### src/rtl/fetch_pkg.sv
// fetch_pkg: shared types and constants for the prefetching fetch queue
package fetch_pkg;
    // Decode-facing entry; the fetch queue is 32-bit in this codebase.
    typedef struct packed {
        logic [31:0] pc;
        logic [31:0] instr;
    } fetch_entry_t;

    typedef enum logic {
        S_BOOT,
        S_RUN
    } fetchq_state_e;

    localparam logic [31:0] NOP_INSTR = 32'h0000_0013;
endpackage

### src/rtl/fetchq_fifo.sv
// fetchq_fifo: DEPTH-entry in-order buffer of fetched {pc, instr} words
// Ports:
//   clk_i, reset_i   clock, asynchronous active-low reset
//   clr_i            synchronous clear (flush); wins over push/pop
//   push_i, din_i    write one entry (caller never pushes when full)
//   pop_i            drop the head (caller never pops when empty)
//   dout_o           head entry
//   occ_o            number of valid entries, 0..DEPTH
module fetchq_fifo #(
    parameter int  DEPTH = 4,
    parameter type T     = logic [63:0]
) (
    input  logic                     clk_i,
    input  logic                     reset_i,
    input  logic                     clr_i,
    input  logic                     push_i,
    input  T                         din_i,
    input  logic                     pop_i,
    output T                         dout_o,
    output logic [$clog2(DEPTH):0]   occ_o
);
    localparam int AW = $clog2(DEPTH);
    localparam int OW = AW + 1;
    T mem [DEPTH];
    logic [AW-1:0] wr_ptr, rd_ptr;
    always_ff @(posedge clk_i or negedge reset_i) begin
        if (!reset_i) begin
            wr_ptr <= '0;
            rd_ptr <= '0;
            occ_o  <= '0;
        end else if (clr_i) begin
            wr_ptr <= rd_ptr;
            occ_o  <= '0;
        end else begin
            if (push_i) wr_ptr <= wr_ptr + AW'(1);
            if (pop_i) rd_ptr <= rd_ptr + AW'(1);
            occ_o <= occ_o + OW'(push_i) - OW'(pop_i);
        end
    end
    always_ff @(posedge clk_i) begin
        if (push_i && !clr_i) mem[wr_ptr] <= din_i;
    end
    assign dout_o = mem[rd_ptr];
endmodule

### src/rtl/fetch_queue.sv
// fetch_queue: prefetching instruction-fetch front end with flush and optional bypass
// Optional feature: define FETCHQ_BYPASS_EN to let a response reach decode in the
// same cycle when the queue is empty.
// Ports:
//   clk_i, reset_i                 clock, asynchronous active-low reset
//   iaddr_o, ireq_o, igrant_i      in-order fetch request handshake
//   irvalid_i, irdata_i            in-order fetch responses, at most one per cycle
//   flush_i, flush_pc_i            redirect from EXE; flush_pc_i[1:0] ignored
//   if_valid_o, if_pc_o, if_instr_o, if_ready_i   head entry toward decode
module fetch_queue
    import fetch_pkg::*;
#(
    parameter int              XLEN            = 32,
    parameter int              DEPTH           = 4,
    parameter int              MAX_OUTSTANDING = 2,
    parameter logic [XLEN-1:0] RESET_PC        = '0
) (
    input  logic            clk_i,
    input  logic            reset_i,
    output logic [XLEN-1:0] iaddr_o,
    output logic            ireq_o,
    input  logic            igrant_i,
    input  logic            irvalid_i,
    input  logic [XLEN-1:0] irdata_i,
    input  logic            flush_i,
    input  logic [XLEN-1:0] flush_pc_i,
    output logic            if_valid_o,
    output logic [XLEN-1:0] if_pc_o,
    output logic [XLEN-1:0] if_instr_o,
    input  logic            if_ready_i
);
    localparam int OW = $clog2(MAX_OUTSTANDING + 1);
    localparam int QW = $clog2(DEPTH) + 1;
    typedef logic [2*XLEN-1:0] entry_t;
    fetchq_state_e state, state_nx;
    logic [XLEN-1:0] fetch_pc, resp_pc, flush_tgt;
    logic [OW-1:0] outstanding, discard_cnt;
    logic [QW-1:0] occ;
    entry_t head, shown_q;
    logic gnt, keep, byp, push, pop;
    always_ff @(posedge clk_i or negedge reset_i) begin
        if (!reset_i) state <= S_BOOT;
        else state <= state_nx;
    end
    always_comb state_nx = (state == S_BOOT) ? S_RUN : state;
    // Slots are reserved for every outstanding request, including ones that will be
    // discarded, so a response always finds room in the queue.
    always_comb begin
        ireq_o = (state == S_RUN) && !flush_i && (int'(occ) + int'(outstanding) < DEPTH)
                 && (int'(outstanding) < MAX_OUTSTANDING);
        iaddr_o = fetch_pc;
    end
    always_comb begin
        gnt = ireq_o && igrant_i;
        keep = irvalid_i && (discard_cnt == '0) && !flush_i;
`ifdef FETCHQ_BYPASS_EN
        byp = keep && (occ == '0);
`else
        byp = 1'b0;
`endif
        push = keep && !(byp && if_ready_i);
        pop = (occ != '0) && if_ready_i && !flush_i;
        flush_tgt = flush_pc_i & ~XLEN'(3);
        if_valid_o = byp || ((occ != '0) && !flush_i);
        {if_pc_o, if_instr_o} = byp ? {resp_pc, irdata_i} : (occ != '0) ? head : shown_q;
    end
    // shown_q remembers the last presented entry so the outputs hold when empty.
    always_ff @(posedge clk_i or negedge reset_i) begin
        if (!reset_i) begin
            fetch_pc    <= RESET_PC;
            resp_pc     <= RESET_PC;
            outstanding <= '0;
            discard_cnt <= '0;
            shown_q     <= '0;
        end else begin
            outstanding <= outstanding + OW'(gnt) - OW'(irvalid_i);
            shown_q     <= {if_pc_o, if_instr_o};
            if (flush_i) begin
                fetch_pc    <= flush_tgt;
                resp_pc     <= flush_tgt;
                discard_cnt <= outstanding - OW'(irvalid_i);
            end else begin
                if (gnt) fetch_pc <= fetch_pc + XLEN'(4);
                if (keep) resp_pc <= resp_pc + XLEN'(4);
                if (irvalid_i && (discard_cnt != '0)) discard_cnt <= discard_cnt - OW'(1);
            end
        end
    end
    fetchq_fifo #(
        .DEPTH(DEPTH),
        .T    (entry_t)
    ) u_fifo (
        .clk_i  (clk_i),
        .reset_i(reset_i),
        .clr_i  (flush_i),
        .push_i (push),
        .din_i  ({resp_pc, irdata_i}),
        .pop_i  (pop),
        .dout_o (head),
        .occ_o  (occ)
    );
endmodule
### config.mk
export PLATFORM = sky130hd
export DESIGN_NAME = fetch_queue
export DESIGN_NICKNAME = d
export VERILOG_FILES = /design/src/rtl/fetch_pkg.sv /design/src/rtl/fetchq_fifo.sv /design/src/rtl/fetch_queue.sv
export SDC_FILE = /design/constraint.sdc
export NUM_CORES = 1
export LEC_CHECK = 0
export CORE_UTILIZATION = 45
export DETAILED_ROUTE_END_ITERATION = 6
export PLACE_DENSITY = 0.69
export SYNTH_ARGS = -nofsm -noshare
export SYNTH_HDL_FRONTEND = slang
export SYNTH_SLANG_ARGS = --single-unit
### constraint.sdc
create_clock -name clk_i -period 9.3 [get_ports clk_i]
set_input_delay 2.79 -clock clk_i [delete_from_list [all_inputs] [get_ports clk_i]]
set_output_delay 2.79 -clock clk_i [all_outputs]
set_load 0.02 [all_outputs]
# Word level (Yosys, flattened, before mapping)
# Memory sizes are Yosys's and may differ from the RTL's.
# Cells that the tools add are included.
# totals
reg_bits,140
latchBits,0
ram_bits,256
rom_bits,0
output_inout_bits,98
word_cells,55
n_memories,1
# memory_table
memory,words,word_bits,read_ports,rd_ports_with_merged_regs,write_ports,line_no,rtl
u_fifo.mem,4,64,1,0,1,fetchq_fifo.sv:24,T mem [DEPTH];
# classes
addsub,11
multipliers,0
n_div,0
n_lt_le_gt_ge,2
n_eq_ne,0
n_shift,0
muxes,12
n_bitwise,1
reduce_logical,19
# ops
op,count
$mux 32,4
$add 32x3->32 const B,2
$mux 64,1
$logic_and 1x1->1,11
$mux 2,4
$reduce_bool 2->1,4
$add 2x1->2 const B,2
$add 3x2->4,1
$lt 4x3->1 const B,1
$sub 2x1->2,2
$add 3x1->3,1
$mux 3,1
$reduce_bool 3->1,1
$sub 3x1->3,1
$add 2x1->2,1
$logic_not 2->1,1
$lt 2x2->1 const B,1
$mux 1,2
$reduce_and 2->1,1
$sub 2x1->2 const B,1
$logic_not 1->1,1
$not 1->1,1

# Logic depth before layout (Yosys ltp)
# Gate-level depths: netlist of the first run.
# depth
word_depth,7
depth_mapped,11
depth_no_buf,10

# Modules after synthesis
# A second synthesis of the first run with hierarchy kept.
# unflattened
cells_unflattened,919
hier_area_um2,15766.4
# by_module_without_submodules
module,n_inst,cells_each,area_each_um2,seq_area_each_um2
fetchq_fifo,1,374,9698.1,7862.5
fetch_queue,1,545,6068.3,3228.1

# Least setup slack after synthesis of the first run
# Ideal clock, no wire load.
# synth_path
kind,input to output
start,in flush_i
end,out ireq_o
arrival_ns,3.501
required_time_ns,6.510
setup_slack_ns,3.009
path_stages,3
path_buffers,1
path_cell_list,clkbuf_1 -> nor3_1 -> and4b_1
# synth_between
elab_chain_cells,4
# synth_rtl
item,line_no,rtl
"start, declared",fetch_queue.sv:25,"input logic flush_i,"
$logic_not 1->1,fetch_queue.sv:49,ireq_o = (state == S_RUN) && !flush_i && (int'(occ) + int'(outstanding) < DEPTH)
$logic_and 1x1->1 (2 in series),fetch_queue.sv:49,
$logic_and 1x1->1,fetch_queue.sv:50,&& (int'(outstanding) < MAX_OUTSTANDING);
"end, declared",fetch_queue.sv:21,"output logic ireq_o,"
# Every way passes these cells.

# Worst setup path after layout of the first run
# layout_path
start,in flush_i
end,out if_valid_o
# layout_between
elab_chain_cells,2
# layout_rtl
item,line_no,rtl
$logic_not 1->1,fetch_queue.sv:64,if_valid_o = byp || ((occ != '0) && !flush_i);
$logic_and 1x1->1,fetch_queue.sv:64,
"end, declared",fetch_queue.sv:27,"output logic if_valid_o,"
# Every way passes these cells.

==> results of run 1 <==
state kept, by name, summed over array words and instances (netlist names):
| name | count |
|---|---|
| u_fifo.rd_ptr | 2 |
| u_fifo.occ_o | 3 |
| outstanding | 2 |
| u_fifo.wr_ptr | 2 |
| u_fifo.mem | 248 |
| discard_cnt | 2 |
| iaddr_o | 30 |
| resp_pc | 30 |
| shown_q | 64 |
| state | 1 |
final cells by class:
cell class	instances	area share
clock buffers	65	0.06615
clock inverters	13	0.007679
inverters	17	0.003347
multi-input cells	454	0.2336
flip-flops and latches	384	0.5694
well taps	448	0.02940
repair buffers	175	0.09037
placed cells by master, fill, tap and decap left out, types with 12 or more instances in the layout:
| cell type | count |
|---|---|
| edfxtp_1 | 248 |
| clkdlybuf4s50_1 | 162 |
| dfrtp_1 | 134 |
| mux2_2 | 82 |
| mux4_2 | 62 |
| clkbuf_16 | 45 |
| nand2_1 | 38 |
| xor2_1 | 27 |
| xnor2_1 | 26 |
| nand3_1 | 23 |
| nand4_1 | 23 |
| nor2_1 | 19 |
| inv_1 | 16 |
| o21ai_0 | 14 |
| clkbuf_1 | 14 |
| ha_1 | 13 |
| and3_1 | 12 |
| buf_4 | 12 |
power by group through the flow:
stage,logic [uW],registers [uW],clock network (uW)
6_report,2140,2280,1660
5_1_grt,2290,2320,1770
4_1_cts,2190,2290,1700
3_5_place_dp,2180,2320,0
3_3_place_gp,2160,2310,0
2_1_floorplan,1380,2220,0
cell families after synthesis:
kind of cell,after synthesis,synth area share
buf+inv,56,0.01515
simple gates,178,0.06721
flops,384,0.6988
xor+xnor,53,0.02990
mux,146,0.1507
other cells,2,0.0004837
compound gates,60,0.02595
fa+ha+maj,14,0.01177
worst max-delay path: stages:
cell	delay (ps)
clkdlybuf4s50_1	480
buf_4	430
nor2_1	120
clkdlybuf4s50_1	570
metrics by stage:
step	setup WS (ps)	instances	total power, uW	instance area (um2)	hold WS, ps
final	2117	1556	6086	19060	485.3
after global routing	2009	1556	6378	19060	501.9
after CTS	2082	1556	6179	19060	487.5
after detailed placement	2088	1478	4503	17660	472.5
after global placement	2084	1478	4464	17660	465.8
after floorplan	3009	894	3607	15530	494.1
synthesized netlist by cell type (2+ instances only):
library cell / n / share of area
a21boi_0: 9 / 0.0044
buf_4: 2 / 0.00097
o211ai_1: 2 / 0.00097
o21ai_0: 14 / 0.0045
clkbuf_1: 22 / 0.0053
a21boi_1: 3 / 0.0015
o311ai_0: 6 / 0.0034
mux4_2: 62 / 0.090
and4_1: 3 / 0.0017
xor2_1: 27 / 0.015
nand3_1: 23 / 0.0074
inv_1: 16 / 0.0039
nor4_1: 8 / 0.0032
conb_1: 2 / 0.00048
dfrtp_1: 136 / 0.22
edfxtp_1: 248 / 0.48
xnor2_1: 26 / 0.015
buf_2: 8 / 0.0026
and2_1: 11 / 0.0044
nor4_2: 9 / 0.0073
nor2_1: 19 / 0.0046
nand4_1: 23 / 0.0093
mux2_2: 82 / 0.059
a21oi_1: 8 / 0.0026
nand2_1: 38 / 0.0092
o21ai_1: 3 / 0.00097
mux2i_1: 2 / 0.0013
a41oi_1: 2 / 0.0011
nand2b_1: 8 / 0.0032
nor3_1: 7 / 0.0023
or4_1: 5 / 0.0024
buf_1: 6 / 0.0015
a211oi_1: 2 / 0.00097
ha_1: 13 / 0.010
nand3b_1: 3 / 0.0015
o31a_1: 3 / 0.0017
and3_1: 12 / 0.0048
a31oi_1: 2 / 0.00081
layer usage:
metal  vias to the layer above  share of wire
met4                         0          0.021
met3                        49          0.048
met5                         -              0
met1                      4326           0.46
met2                       245           0.48
li1                       3823              -
worst paths after layout:
check,startpoint,endpoint,slack [ps],depth (start not counted)
worst min register to register,shown_q[32],shown_q[32],490,1
max in group asynchronous,reset_i,shown_q[47],5570,2
worst max register to register,u_fifo.occ_o[1],u_fifo.occ_o[2],6210,11
worst min-delay path,shown_q[32],shown_q[32],490,1
worst max-delay path,flush_i,if_valid_o,2120,4
min in group asynchronous,reset_i,shown_q[6],2320,1
==> impl_metrics.yaml, run 1 <==
layout:
  synthToLayoutAreaGrowth_pct: 22.79
  fillers: 2658
  nets: 1158
  diodes: 0
  finalCoreUtilization: 0.5657
  seq_area_um2: 10860
  multi_input_area_um2: 4454
  drive_gt1_frac: 0.2166
clocking:
  cts.sinks: 384
  insertion_delay_ps: 530
  clk_pin_slew_ps: 60
  clock_path_buffers: 3
  root_buffer: "clkbuf_16"
  postCtsSetupBuffers: 0
  cts_hold_buf: 0
  cts-buffers-inserted: 42
  htree_levels: 2
  cts_tree: "built"
  cts_resized: 0
timing:
  post-route-period-util: 0.7724
  maxSlewViolCount: 0
  tns_ps: 0
  finClkSkew_ps: 12.78
  clock.fmax_mhz: 139.2
  rsz0062_at_grt: "no"
  hold_viol: 0
  tightest_slew_ps: 1006
  layout_min_cycle_time_ps: 7183
  slew_headroom: 0.3292
  setup_viol: 0
global_route:
  use_met2: 0.2883
  grtUsageMet1: 0.2592
  grt_max_degree: 77
  use_met3: 0.02995
  first_global_vias: 8783
  top_usage_layer: "met2"
  grt_antenna_before_repair: 0
  grt_pass1_wl_um: 49690
  grt.total_usage: 0.1810
  gr-total-overflow: 0
route:
  vias_per_cell: 5.426
  drt-initial-drc-count: 549
  postRouteAntennaNets: 0
  wirelength_um: 31170
  drc: 0
  firstDrtPassIters: 4
  vias: 8443
  avgRoutedWirePerCell_um: 20.03
worst_setup_path:
  cp_max_fo: 45
  crit_type: "in -> out"
  crit_path_start_kind: "input port"
  crit_required_ps: 6510
  cp.arrival_ps: 4390
  end_kind: "output port"
logic_synthesis:
  async_flop_share: 0.3542
  ys_warn_count: 0
  yosysSeqAreaShare: 0.6988
  synth-main-ff-cell: "edfxtp_1"
  synth.distinct_cells: 56
  synth-seq-cells: 384
  synth_cells: 893
  synth_area_um2: 15530
  syn-mean-instance-area_um2: 17.39
  synth_edf_count: 248
floorplan:
  ioPinCount: 168
  die_h_um: 187.8
  die_w_um: 187.8
  core.rowCount: 67
  initial_core_util: 0.4607
  fp.dieArea_um2: 35250
  coreArea_um2: 33700
power:
  p_switching_uw: 1868
  internal-power_uw: 4218
  pwr-share-clk: 0.273
  power.leakage_uw: 0.006737
  switching_share: 0.3069
  power_density_nw_per_um2: 319.2
  comb_power_share: 0.352
  p_seq_frac: 0.375
  vdd_drop_max_mv: 0.1837
place:
  io_buffers: 163
  routabilityCongestion: 0.8712
  dp_hpwl_um: 19080
run:
  cap_viol_max_count: 0
hold_path:
  hp-class: "reg -> reg"
status:
  status: "complete, no violations"
No activity file was read; power rests on OpenSTA's default activity.
==> run 2, diff against run 1 <==
clock period = 7.13 ns   (was 9.3 ns; I/O delays follow)
==> run 2 against run 1 <==
Effect of this change:
- clock-buffer cell count fell by 8
- cell count increased by 0.13%
- flip-flop and latch count stayed put
- largest power group unchanged
- via count grew 0.40%
- combinational power grew 34%
==> impl_metrics.yaml, run 2 (synthesized netlist as in run 1, its figures left out) <==
layout:
  drive_gt1_frac: 0.2153
  fillers: 2618
  regMostFlops: "u_fifo.mem"
  nets: 1161
  synthToLayoutAreaGrowth_pct: 22.88
  mostFrequentLayoutCells: "248 x edfxtp_1, 162 x clkdlybuf4s50_1, 134 x dfrtp_1"
  reg.largest.list: "u_fifo.mem x248, shown_q x64"
  final_common_cell: "edfxtp_1"
  largest_reg_flops: 248
  fin_area_um2: 19080
  diodes: 0
  finalCoreUtilization: 0.5661
floorplan:
  ioPinCount: 168
  initial_core_util: 0.4607
  fp.dieArea_um2: 35250
  core.rowCount: 67
  coreArea_um2: 33700
  die_h_um: 187.8
  die_w_um: 187.8
worst_setup_path:
  crit_path_start_kind: "input port"
  rr_startpoint: "u_fifo.occ_o[1]"
  cp.arrival_ps: 3610
  r2r_slack_ps: 4150
  rr_endpoint: "u_fifo.occ_o[2]"
  cp_max_fo: 3
  crit_type: "in -> out"
  end_kind: "output port"
  crit_required_ps: 4990
  rr_worst_depth: 11
power:
  switching_share: 0.3074
  vdd_drop_max_mv: 0.2742
  internal-power_uw: 5485
  power.leakage_uw: 0.006727
  pwr-share-clk: 0.269
  p_seq_frac: 0.371
  comb_power_share: 0.361
  power_density_nw_per_um2: 415.1
  p_switching_uw: 2434
global_route:
  grt.total_usage: 0.1821
  grt_max_degree: 96
  first_global_vias: 8856
  grt_antenna_before_repair: 0
  gr-total-overflow: 0
  grt_pass1_wl_um: 50070
route:
  m1WireLength_um: 14240
  vias_per_cell: 5.441
  wirelength_um: 31440
  dr.max_layer_used: "met4"
  wl_met3_um: 1665
  drt-initial-drc-count: 477
  drc: 0
  avgRoutedWirePerCell_um: 20.18
  firstDrtPassIters: 5
  postRouteAntennaNets: 0
  vias: 8477
  wl_met2_um: 15040
clocking:
  postCtsSetupBuffers: 0
  cts-buffers-inserted: 41
  cts.sinks: 384
  cts_resized: 0
  htree_levels: 2
  clk_pin_slew_ps: 60
  insertion_delay_ps: 520
  cts_tree: "built"
  cts_hold_buf: 0
  root_buffer: "clkbuf_16"
  clock_path_buffers: 3
timing:
  maxSlewViolCount: 0
  layout_min_cycle_time_ps: 5752
  finClkSkew_ps: 7.824
  slew_headroom: 0.3323
  tightest_slew_ps: 1001
  post-route-period-util: 0.8067
  hold_viol: 0
  tns_ps: 0
  clock.fmax_mhz: 173.9
  setup_viol: 0
  setup_slack_ps: 1378
  rsz0062_at_grt: "no"
place:
  placed_area_um2: 17710
  pre_cts_ws_ps: 1360
  dp_hpwl_um: 19440
  routabilityCongestion: 0.8954
  io_buffers: 163
status:
  status: "complete, no violations"
hold_path:
  holdPathEnd: "shown_q[33]"
  min-delay-start: "shown_q[33]"
  hp-class: "reg -> reg"
  holdPathStages: 1
run:
  cap_viol_max_count: 0
-- run 2: changes by cell type in the layout (fill, tap and decap cells not counted), sizes merged --
| cell | before | now |
|---|---|---|
| clkbuf | 65 | 57 |
| buf | 13 | 17 |
| bufinv | 3 | 5 |
| clkinv | 10 | 12 |
| clkinvlp | 0 | 2 |
-- run 2: layer usage --
layer,GRT usage,vias to the layer above
met4,0.04378,0
li1,-,3840
met1,0.2562,4342
met5,0,-
met2,0.2957,254
met3,0.03238,41
-- run 2: worst max-delay path, cell delays in order --
cell and delay (ps):
clkdlybuf4s50_1 440, nor3_1 220, and4b_1 210, clkdlybuf4s50_1 600
-- run 2: how the worst max path moves through the flow --
stage / slack, ps / from / to
6_report: 1380 / flush_i / ireq_o
5_1_grt: 1320 / flush_i / ireq_o
4_1_cts: 1360 / flush_i / ireq_o
3_5_place_dp: 1360 / flush_i / ireq_o
3_3_place_gp: 1370 / flush_i / ireq_o
2_1_floorplan: 2140 / flush_i / ireq_o
-- run 2: final cells by class --
| class | instances | area (um2) | area share |
|---|---|---|---|
| clock buffers | 57 | 1139 | 0.05968 |
| repair buffers | 179 | 1778 | 0.09319 |
| clock inverters | 19 | 227.7 | 0.01194 |
| multi-input cells | 454 | 4454 | 0.2335 |
| flip-flops and latches | 384 | 10860 | 0.5690 |
| well taps | 448 | 560.5 | 0.02938 |
| inverters | 17 | 63.81 | 0.003345 |
-- run 2: power groups by stage --
stage	sequential (uW)	clock, uW	combinational, uW
final	2940	2130	2860
after global routing	2980	2270	3060
after CTS	2940	2180	2920
after detailed placement	2980	0	2910
after global placement	2970	0	2870
after floorplan	2900	0	1810
-- run 2: through the flow --
step | std cells | total power (uW) | hold slack, ps
2_1_floorplan | 894 | 4705 | 494.1
3_3_place_gp | 1482 | 5840 | 465.7
3_5_place_dp | 1482 | 5895 | 466.9
4_1_cts | 1558 | 8044 | 484.9
5_1_grt | 1558 | 8305 | 497.1
6_report | 1558 | 7919 | 479.4
==> run 3, diff against run 2 <==
clock period = 5.6 ns   (was 7.13 ns; I/O delays follow)
==> run 3 against run 2 <==
Effect of this change:
- flip-flop and latch count stayed put
- sequential share of layout area grew 0.20 points
- register-to-register slack worse by 1600 ps
- clock-buffer cell count increased by 5
- non-clock buffer count grew 5
- highest routed layer unchanged
==> impl_metrics.yaml, run 3 (synthesized netlist as in run 1, its figures left out) <==
status:
  status: "complete, no violations"
route:
  vias_per_cell: 5.436
  wirelength_um: 31250
  drt-initial-drc-count: 513
  postRouteAntennaNets: 0
  firstDrtPassIters: 4
  avgRoutedWirePerCell_um: 20.05
  vias: 8475
  drc: 0
power:
  power_density_nw_per_um2: 522.5
  power.leakage_uw: 0.006715
  vdd_drop_max_mv: 0.3406
clocking:
  insertion_delay_ps: 510
  clock_path_buffers: 3
  htree_levels: 2
  postCtsSetupBuffers: 0
  root_buffer: "clkbuf_16"
  cts_resized: 0
  cts_hold_buf: 0
  cts-buffers-inserted: 40
  clk_pin_slew_ps: 60
  cts.sinks: 384
  cts_tree: "built"
place:
  routabilityCongestion: 0.8532
  dp_hpwl_um: 19670
  io_buffers: 163
  pre_cts_ws_ps: 742.4
timing:
  tightest_slew_ps: 885.3
  hold_viol: 0
  post-route-period-util: 0.8640
  setup_slack_ps: 761.4
  finClkSkew_ps: 12.55
  setup_viol: 0
  maxSlewViolCount: 0
  tns_ps: 0
  slew_headroom: 0.4049
  clock.fmax_mhz: 206.7
  layout_min_cycle_time_ps: 4839
  rsz0062_at_grt: "no"
floorplan:
  fp.dieArea_um2: 35250
  ioPinCount: 168
  coreArea_um2: 33700
  die_w_um: 187.8
  die_h_um: 187.8
  core.rowCount: 67
  initial_core_util: 0.4607
layout:
  reg.largest.list: "u_fifo.mem x248, shown_q x64"
  multi_input_area_um2: 4454
  final_common_cell: "edfxtp_1"
  drive_gt1_frac: 0.2169
  largest_reg_flops: 248
  mostFrequentLayoutCells: "248 x edfxtp_1, 162 x clkdlybuf4s50_1, 134 x dfrtp_1"
  synthToLayoutAreaGrowth_pct: 22.45
  fillers: 2624
  diodes: 0
  seq_area_um2: 10860
  nets: 1165
  regMostFlops: "u_fifo.mem"
global_route:
  grt.total_usage: 0.1833
  gr-total-overflow: 0
  grt_pass1_wl_um: 50200
  grt_antenna_before_repair: 0
  grt_max_degree: 77
  first_global_vias: 8809
worst_setup_path:
  crit_path_cell_trace: "clkdlybuf4s50_1, nor3_1, and4b_1, clkdlybuf4s50_1"
  crit_required_ps: 3920
  cp.arrival_ps: 3160
  rr_endpoint: "u_fifo.occ_o[2]"
  crit_type: "in -> out"
  cp_max_fo: 3
  rr_startpoint: "u_fifo.occ_o[1]"
  r2r_slack_ps: 2590
  end_kind: "output port"
  rr_worst_depth: 11
  crit_path_start_kind: "input port"
  crit_slowest_cell: "clkdlybuf4s50_1"
  cp_slowest_stage_delay_ps: 600
  crit_top_cell: "clkdlybuf4s50_1"
hold_path:
  min-delay-start: "shown_q[33]"
  holdPathEnd: "shown_q[33]"
  hp-class: "reg -> reg"
  holdPathStages: 1
run:
  cap_viol_max_count: 0
[run 3: changes by cell type in the layout (fill, tap and decap cells not counted), sizes merged]
cell | previous run | this run
buf | 17 | 22
inv | 17 | 16
clkinvlp | 2 | 1
bufinv | 5 | 2
clkbuf | 57 | 62
clkinv | 12 | 8
[run 3: where the power goes]
part / switching [uW] / internal [uW]
logic: 1780 / 1880
clock network: 1020 / 1520
registers: 260 / 3470
[run 3: area by class of cell]
class / count / share of cell area
inverter: 17 / 0.003356
sequential: 384 / 0.5710
clock buffer: 62 / 0.06127
clock inverter: 10 / 0.005133
multi-input combinational: 454 / 0.2343
tap: 448 / 0.02948
timing repair buffer: 184 / 0.09549
[run 3: how the worst max path moves through the flow]
stage               cells after the start  slack [ps]             start                to
global placement                        4         760           flush_i            ireq_o
global route                            4         670  u_fifo.rd_ptr[0]       if_pc_o[28]
detailed placement                      4         740           flush_i            ireq_o
CTS                                     4         730  u_fifo.rd_ptr[0]       if_pc_o[23]
finish                                  4         760           flush_i            ireq_o
floorplan                               4        1390           flush_i  u_fifo.mem[0][0]
[run 3: worst max-delay path: cells and delay by family]
family	cells	cell delay [ps]
buffers and inverters	2	1040
AND/OR/NAND/NOR	2	440
[run 3: routing by layer]
| layer | global-route usage | share of wire | vias to the layer above |
|---|---|---|---|
| met2 | 0.2980 | 0.48 | 273 |
| met3 | 0.03350 | 0.059 | 43 |
| met4 | 0.04565 | 0.018 | 0 |
| met1 | 0.2565 | 0.44 | 4321 |
| li1 | - | - | 3838 |
| met5 | 0 | 0 | - |
[run 3: stage by stage]
stage | instances | instance area, um2 | total power [uW] | utilization | hold WS (ps)
2_1_floorplan | 894 | 15530 | 5991 | - | 494.1
5_1_grt | 1559 | 19010 | 10410 | 0.5642 | 493.8
3_5_place_dp | 1487 | 17750 | 7525 | 0.5267 | 466.0
6_report | 1559 | 19010 | 9935 | 0.5642 | 479.7
4_1_cts | 1559 | 19010 | 10090 | 0.5642 | 485.0
3_3_place_gp | 1487 | 17750 | 7461 | 0.5267 | 465.9
